$ cat src/rtl/alu_multicycle.sv
// alu_multicycle: ALU with single-cycle arithmetic/logic, bit-serial shifts and
// an optional iterative signed multiplier.
// Build option: define ALU_MUL_EN to include the shift-add multiplier for opcode
// 111; without it that opcode returns zero in a single cycle.
module alu_multicycle #(
  parameter int unsigned WIDTH = 16
) (
  input  logic             clk,
  input  logic             rst,
  input  logic             start,
  input  logic [2:0]       opc,
  input  logic [WIDTH-1:0] inN,
  input  logic [WIDTH-1:0] inM,
  input  logic             inC,
  output logic             busy,
  output logic             done,
  output logic [WIDTH-1:0] outF,
  output logic             zer,
  output logic             neg,
  output logic             ovf,
  output logic             cout
);

  localparam int unsigned SHW = $clog2(WIDTH);
  localparam int unsigned CW  = SHW + 1;
  localparam int unsigned SW  = WIDTH + 1;
`ifdef ALU_MUL_EN
  localparam int unsigned PW  = 2 * WIDTH;
`endif

  localparam logic [2:0] OP_ADD = 3'd0;
  localparam logic [2:0] OP_SUB = 3'd1;
  localparam logic [2:0] OP_ASR = 3'd2;
  localparam logic [2:0] OP_SHL = 3'd3;
  localparam logic [2:0] OP_AND = 3'd4;
  localparam logic [2:0] OP_OR  = 3'd5;
  localparam logic [2:0] OP_NOT = 3'd6;
  localparam logic [2:0] OP_MUL = 3'd7;

  typedef enum logic [1:0] {IDLE, RUN, DONE} state_t;

  state_t           state, state_n;
  logic [2:0]       op_q, op_n;
  logic [WIDTH-1:0] sreg_q, sreg_n;
  logic [CW-1:0]    cnt_q, cnt_n;
  logic             busy_n, done_n;
  logic [WIDTH-1:0] outf_n;
  logic             zer_n, neg_n, ovf_n, cout_n;

  logic [SHW-1:0]   sh;
  logic [WIDTH-1:0] addb;
  logic             add_cin;
  logic [SW-1:0]    sum;
  logic [WIDTH-1:0] one_res;
  logic             one_ovf, one_cout;
  logic [WIDTH-1:0] shift_res;

  logic             fin;
  logic [WIDTH-1:0] fin_res;
  logic             fin_ovf, fin_cout;

`ifdef ALU_MUL_EN
  logic [PW-1:0]    acc_q, acc_n, mcand_q, mcand_n, addend, prod;
  logic [WIDTH-1:0] mplier_q, mplier_n;
`endif

  // Single-cycle results computed straight from the request inputs
  always_comb begin
    sh       = inM[SHW-1:0];
    addb     = (opc == OP_SUB) ? ~inM : inM;
    add_cin  = (opc == OP_SUB) ? 1'b1 : inC;
    sum      = {1'b0, inN} + {1'b0, addb} + SW'(add_cin);
    one_res  = '0;
    one_ovf  = 1'b0;
    one_cout = 1'b0;
    case (opc)
      OP_ADD, OP_SUB: begin
        one_res  = sum[WIDTH-1:0];
        one_cout = sum[WIDTH];
        one_ovf  = (inN[WIDTH-1] == addb[WIDTH-1]) && (sum[WIDTH-1] != inN[WIDTH-1]);
      end
      OP_AND:         one_res = inN & inM;
      OP_OR:          one_res = inN | inM;
      OP_NOT:         one_res = ~inM;
      OP_ASR, OP_SHL: one_res = inN;  // zero shift amount
      default:        one_res = '0;   // multiply opcode with no multiplier built
    endcase
  end

  // One iteration of the running shift or multiply
  always_comb begin
    shift_res = (op_q == OP_ASR) ? {sreg_q[WIDTH-1], sreg_q[WIDTH-1:1]}
                                 : {sreg_q[WIDTH-2:0], 1'b0};
`ifdef ALU_MUL_EN
    // The multiplier MSB carries negative weight, so the final step subtracts
    addend = '0;
    if (mplier_q[0]) begin
      addend = (cnt_q == CW'(1)) ? (~mcand_q + PW'(1)) : mcand_q;
    end
    prod = acc_q + addend;
`endif
  end

  // Next state, datapath update and result/flag capture
  always_comb begin
    state_n  = state;
    op_n     = op_q;
    sreg_n   = sreg_q;
    cnt_n    = cnt_q;
    busy_n   = 1'b0;
    done_n   = 1'b0;
    outf_n   = outF;
    zer_n    = zer;
    neg_n    = neg;
    ovf_n    = ovf;
    cout_n   = cout;
    fin      = 1'b0;
    fin_res  = '0;
    fin_ovf  = 1'b0;
    fin_cout = 1'b0;
`ifdef ALU_MUL_EN
    acc_n    = acc_q;
    mcand_n  = mcand_q;
    mplier_n = mplier_q;
`endif
    case (state)
      RUN: begin
        busy_n = 1'b1;
        cnt_n  = cnt_q - CW'(1);
        sreg_n = shift_res;
`ifdef ALU_MUL_EN
        acc_n    = prod;
        mcand_n  = {mcand_q[PW-2:0], 1'b0};
        mplier_n = {1'b0, mplier_q[WIDTH-1:1]};
`endif
        if (cnt_q == CW'(1)) begin
          fin     = 1'b1;
          fin_res = shift_res;
`ifdef ALU_MUL_EN
          if (op_q == OP_MUL) begin
            fin_res = prod[WIDTH-1:0];
            fin_ovf = !((&prod[PW-1:WIDTH-1]) || !(|prod[PW-1:WIDTH-1]));
          end
`endif
        end
      end
      default: begin
        // IDLE and DONE both accept a new request
        state_n = IDLE;
        if (start) begin
          op_n = opc;
          if ((opc == OP_ASR || opc == OP_SHL) && sh != '0) begin
            state_n = RUN;
            busy_n  = 1'b1;
            sreg_n  = inN;
            cnt_n   = CW'(sh);
          end
`ifdef ALU_MUL_EN
          else if (opc == OP_MUL) begin
            state_n  = RUN;
            busy_n   = 1'b1;
            acc_n    = '0;
            mcand_n  = {{WIDTH{inN[WIDTH-1]}}, inN};
            mplier_n = inM;
            cnt_n    = CW'(WIDTH);
          end
`endif
          else begin
            fin      = 1'b1;
            fin_res  = one_res;
            fin_ovf  = one_ovf;
            fin_cout = one_cout;
          end
        end
      end
    endcase
    if (fin) begin
      state_n = DONE;
      busy_n  = 1'b0;
      done_n  = 1'b1;
      outf_n  = fin_res;
      zer_n   = (fin_res == '0);
      neg_n   = fin_res[WIDTH-1];
      ovf_n   = fin_ovf;
      cout_n  = fin_cout;
    end
  end

  // State and datapath registers, synchronous reset
  always_ff @(posedge clk) begin
    if (rst) begin
      state    <= IDLE;
      op_q     <= OP_ADD;
      sreg_q   <= '0;
      cnt_q    <= '0;
      busy     <= 1'b0;
      done     <= 1'b0;
      outF     <= '0;
      zer      <= 1'b1;
      neg      <= 1'b0;
      ovf      <= 1'b0;
      cout     <= 1'b0;
`ifdef ALU_MUL_EN
      acc_q    <= '0;
      mcand_q  <= '0;
      mplier_q <= '0;
`endif
    end else begin
      state    <= state_n;
      op_q     <= op_n;
      sreg_q   <= sreg_n;
      cnt_q    <= cnt_n;
      busy     <= busy_n;
      done     <= done_n;
      outF     <= outf_n;
      zer      <= zer_n;
      neg      <= neg_n;
      ovf      <= ovf_n;
      cout     <= cout_n;
`ifdef ALU_MUL_EN
      acc_q    <= acc_n;
      mcand_q  <= mcand_n;
      mplier_q <= mplier_n;
`endif
    end
  end

endmodule

$ cat config.mk
export PLATFORM = sky130hd
export DESIGN_NAME = alu_multicycle
export DESIGN_NICKNAME = d
export VERILOG_FILES = /design/src/rtl/alu_multicycle.sv
export SDC_FILE = /design/constraint.sdc
export NUM_CORES = 1
export LEC_CHECK = 0
export BUFFER_PORTS_ARGS = -buffer_cell sky130_fd_sc_hd__buf_4
export CAP_MARGIN = 20
export CORE_ASPECT_RATIO = 1.75
export CORE_UTILIZATION = 30
export CTS_CLUSTER_SIZE = 12
export DETAILED_ROUTE_END_ITERATION = 8
export GPL_ROUTABILITY_DRIVEN = 0
export PLACE_DENSITY_LB_ADDON = 0.3
export SLEW_MARGIN = 15
export SYNTH_ARGS = -nofsm -noshare
export SYNTH_HDL_FRONTEND = slang
export SYNTH_SLANG_ARGS = --single-unit
$ cat constraint.sdc
create_clock -name clk -period 5.1 [get_ports clk]
set_input_delay 1.02 -clock clk [delete_from_list [all_inputs] [get_ports clk]]
set_output_delay 1.02 -clock clk [all_outputs]
set_load 0.01 [all_outputs]
==> results.yml <==
cells_and_area:
  antenna_cells: 0
  layout_commonest_cell: "buf_4"
  final_nets: 609
  drive_above_1_share_pct: 17.0
  synthToLayoutAreaGrowth_pct: 20.4
  fin_util_pct: 37.2
  layout_common_cells: "buf_4 (71), nor2_1 (62), a21oi_1 (56)"
yosys:
  avgSynthCellArea_um2: 7.59
  synth_top_area_share_pct: 24.4
  synth_cells: 509
  ys_seq_area_share_pct: 24.4
  synth_edf_count: 0
  synth_cell_types: 65
  synth_nets: 567
  ys_ff_latch: 47
  async_flop_share_pct: 0
  syn_area_um2: 3860
  ys_warn_count: 0
  yosysTopAreaCell: "dfxtp_1"
  synth_flop_cell: "dfxtp_1"
  synth_area_leaders: "dfxtp_1 (24%), a21oi_1 (7.3%), nor2_1 (6.0%), ha_1 (5.5%), xor2_1 (4.5%)"
clock_tree:
  cts_tree: "done"
  cts_root_buf: "clkbuf_16"
  cts.hold.buffers_added: 0
  worstSkewPairLatency_ns: 0.29
  cts_buffers: 5
  cts_buffer_depth: 2
  cts_max_level: 2
  cts_sinks: 47
  postCtsSetupBuffers: 0
  post_cts_resized: 0
  path_clk_slew_ns: 0.06
die:
  rows: 54
  dieHeight_um: 152
  dieArea_um2: 13300
  io_pins: 61
  die_x_um: 87.8
  coreArea_um2: 12500
  start_util_pct: 30.9
drt:
  drtPass1Iterations: 5
  finalWirelength_mm: 12.6
  ant_nets: 0
  drc: 0
  drt_iter0_markers: 329
  wl_per_cell_um: 17.4
  via_count: 4030
  viasPerCell: 5.60
sta:
  final_hold_viol_count: 0
  max_freq_ghz: 0.234
  clock_skew_ns: 0.00185
  rsz0062_at_grt: "no"
  final.setup.tns_ns: 0
  min_period_over_period_pct: 83.9
  tightest_slew_ns: 0.818
  period_minus_slack_ns: 4.28
  slew_violations: 0
  setup_viol: 0
  slew_headroom_pct: 45.1
run:
  drv_cap: 0
critical_path:
  worstSetupPathType: "input pin to register"
  critical-path-top-delay-family: "compound AO/OA/AOI/OAI gates"
  critPathSlowestCell: "fa_1"
  cp.required_ns: 5.32
  worstSetupStartpointType: "input pin"
  critPathBufInv: 1
  arrival_ns: 4.50
  cp_cell_sequence: "buf_4 > nor2_1 > and2_1 > xor2_1 > fa_1 > fa_1 > a211oi_4 > o21bai_2 > a21oi_2 > xnor2_1 > a221o_1 > a2111oi_2 > nand4_1 > or3_1 > o21ai_1"
  cpMostUsedCell: "fa_1"
  cpPeakStageDelay_ns: 0.45
  path_max_fanout: 4
  cp-end-kind: "register"
pwr:
  p_leak_nw: 1.83
  ir_drop_v: 0.000168
  power.density_nw_per_um2: 265
grt:
  antenna_found_initial: 0
  grt_use_total_pct: 19.0
  met2_usage_pct: 33.6
  gr-total-overflow: 0
  top_usage_layer: "met2"
  met3_usage_pct: 2.06
  grt_max_degree: 48
  grt_pass1_wl_mm: 20.0
  grt_pass1_vias: 3818
  grtUsageMet1_pct: 23.0
outcome:
  status: "completed"
hold_path:
  hold_class: "register to register"
placement:
  place.port_buffers: 60
  dpl.hpwl_mm: 9.58
flip-flops by register name (all words and copies together), names as in the netlist:
register,cells
outF,16
sreg_q,16
cnt_q,5
op_q,3
state,2
busy,1
cout,1
done,1
ovf,1
zer,1
cells in the mapped netlist, types with 3 or more instances:
cell / n
and2_1: 3
nand3_1: 10
buf_1: 3
o22a_1: 4
a311oi_1: 4
nand2b_1: 3
o21ai_0: 25
nor2_1: 62
and3_1: 11
mux2i_1: 16
buf_4: 3
a31oi_1: 3
a221oi_1: 6
buf_2: 4
nand2_1: 39
a21o_1: 5
o211ai_1: 3
a22oi_1: 5
dfxtp_1: 47
o21ai_1: 8
o21a_1: 8
ha_1: 17
o221ai_1: 5
nor2b_1: 6
inv_1: 11
xor2_1: 20
nor3_1: 9
mux2_2: 5
a21oi_1: 56
a211oi_1: 23
clkbuf_1: 26
xnor2_1: 5
nor3b_1: 4
o22ai_1: 8
where the power goes:
group	leakage (nW)	switching (mW)	total, mW	internal (mW)
Combinational	1.36	0.231	0.401	0.170
Clock	0.0911	0.143	0.424	0.281
Sequential	0.384	0.0170	0.408	0.391
per-stage QoR:
| step | setup WS (ns) | area [µm²] | hold WS (ns) | total power [mW] | cells |
|---|---|---|---|---|---|
| 3_5_place_dp | 0.536 | 4460 | 0.455 | 0.813 | 712 |
| 3_3_place_gp | 0.589 | 4460 | 0.439 | 0.806 | 712 |
| 2_1_floorplan | 0.0159 | 3860 | 0.431 | 0.679 | 509 |
| 6_report | 0.821 | 4650 | 0.458 | 1.23 | 720 |
| 4_1_cts | 0.832 | 4650 | 0.464 | 1.24 | 720 |
| 5_1_grt | 0.541 | 4650 | 0.495 | 1.30 | 720 |
worst paths after layout:
kind	start	to	slack, ns	cells after the start
setup / recovery	opc[2]	zer	0.82	15
setup reg to reg	state[1]	zer	1.99	10
hold / removal	outF[1]	outF[1]	0.46	2
hold reg to reg	outF[1]	outF[1]	0.46	2
metal layers:
layer	share of wire (%)	vias up
li1	-	1974
met1	41	1915
met2	52	123
met3	4.5	18
met4	1.8	0
met5	0	-
area by class of cell:
cell class,instances,area [µm²]
Clock buffer,6,129
Inverter,11,41.3
Tap cell,168,210
Timing Repair Buffer,71,533
Fill cell,1308,7850
Clock inverter,2,60.1
Multi-Input combinational cell,415,2730
Sequential cell,47,941
worst reg2reg max path, cell delays in order, from the launching register on:
cell and delay [ns]:
dfxtp_1 0.31, nand2b_1 0.44, nand2_1 0.38, a311oi_1 0.18, buf_4 0.24, a32oi_1 0.32
nand4_1 0.19, a211oi_1 0.40, nand4_1 0.16, or3_1 0.32, o21ai_1 0.12
logic make-up after synthesis:
logic type / count (synthesis) / synth area share, %
AOI/OAI and AO/OA: 191 / 33.8
and+or+nand+nor: 159 / 19.0
buffers and inverters: 47 / 4.99
DFF: 47 / 24.4
xor gates and xnor gates: 25 / 5.67
muxes: 21 / 5.61
adders and majority gates: 19 / 6.55
No activity file was read; power rests on OpenSTA's default activity.
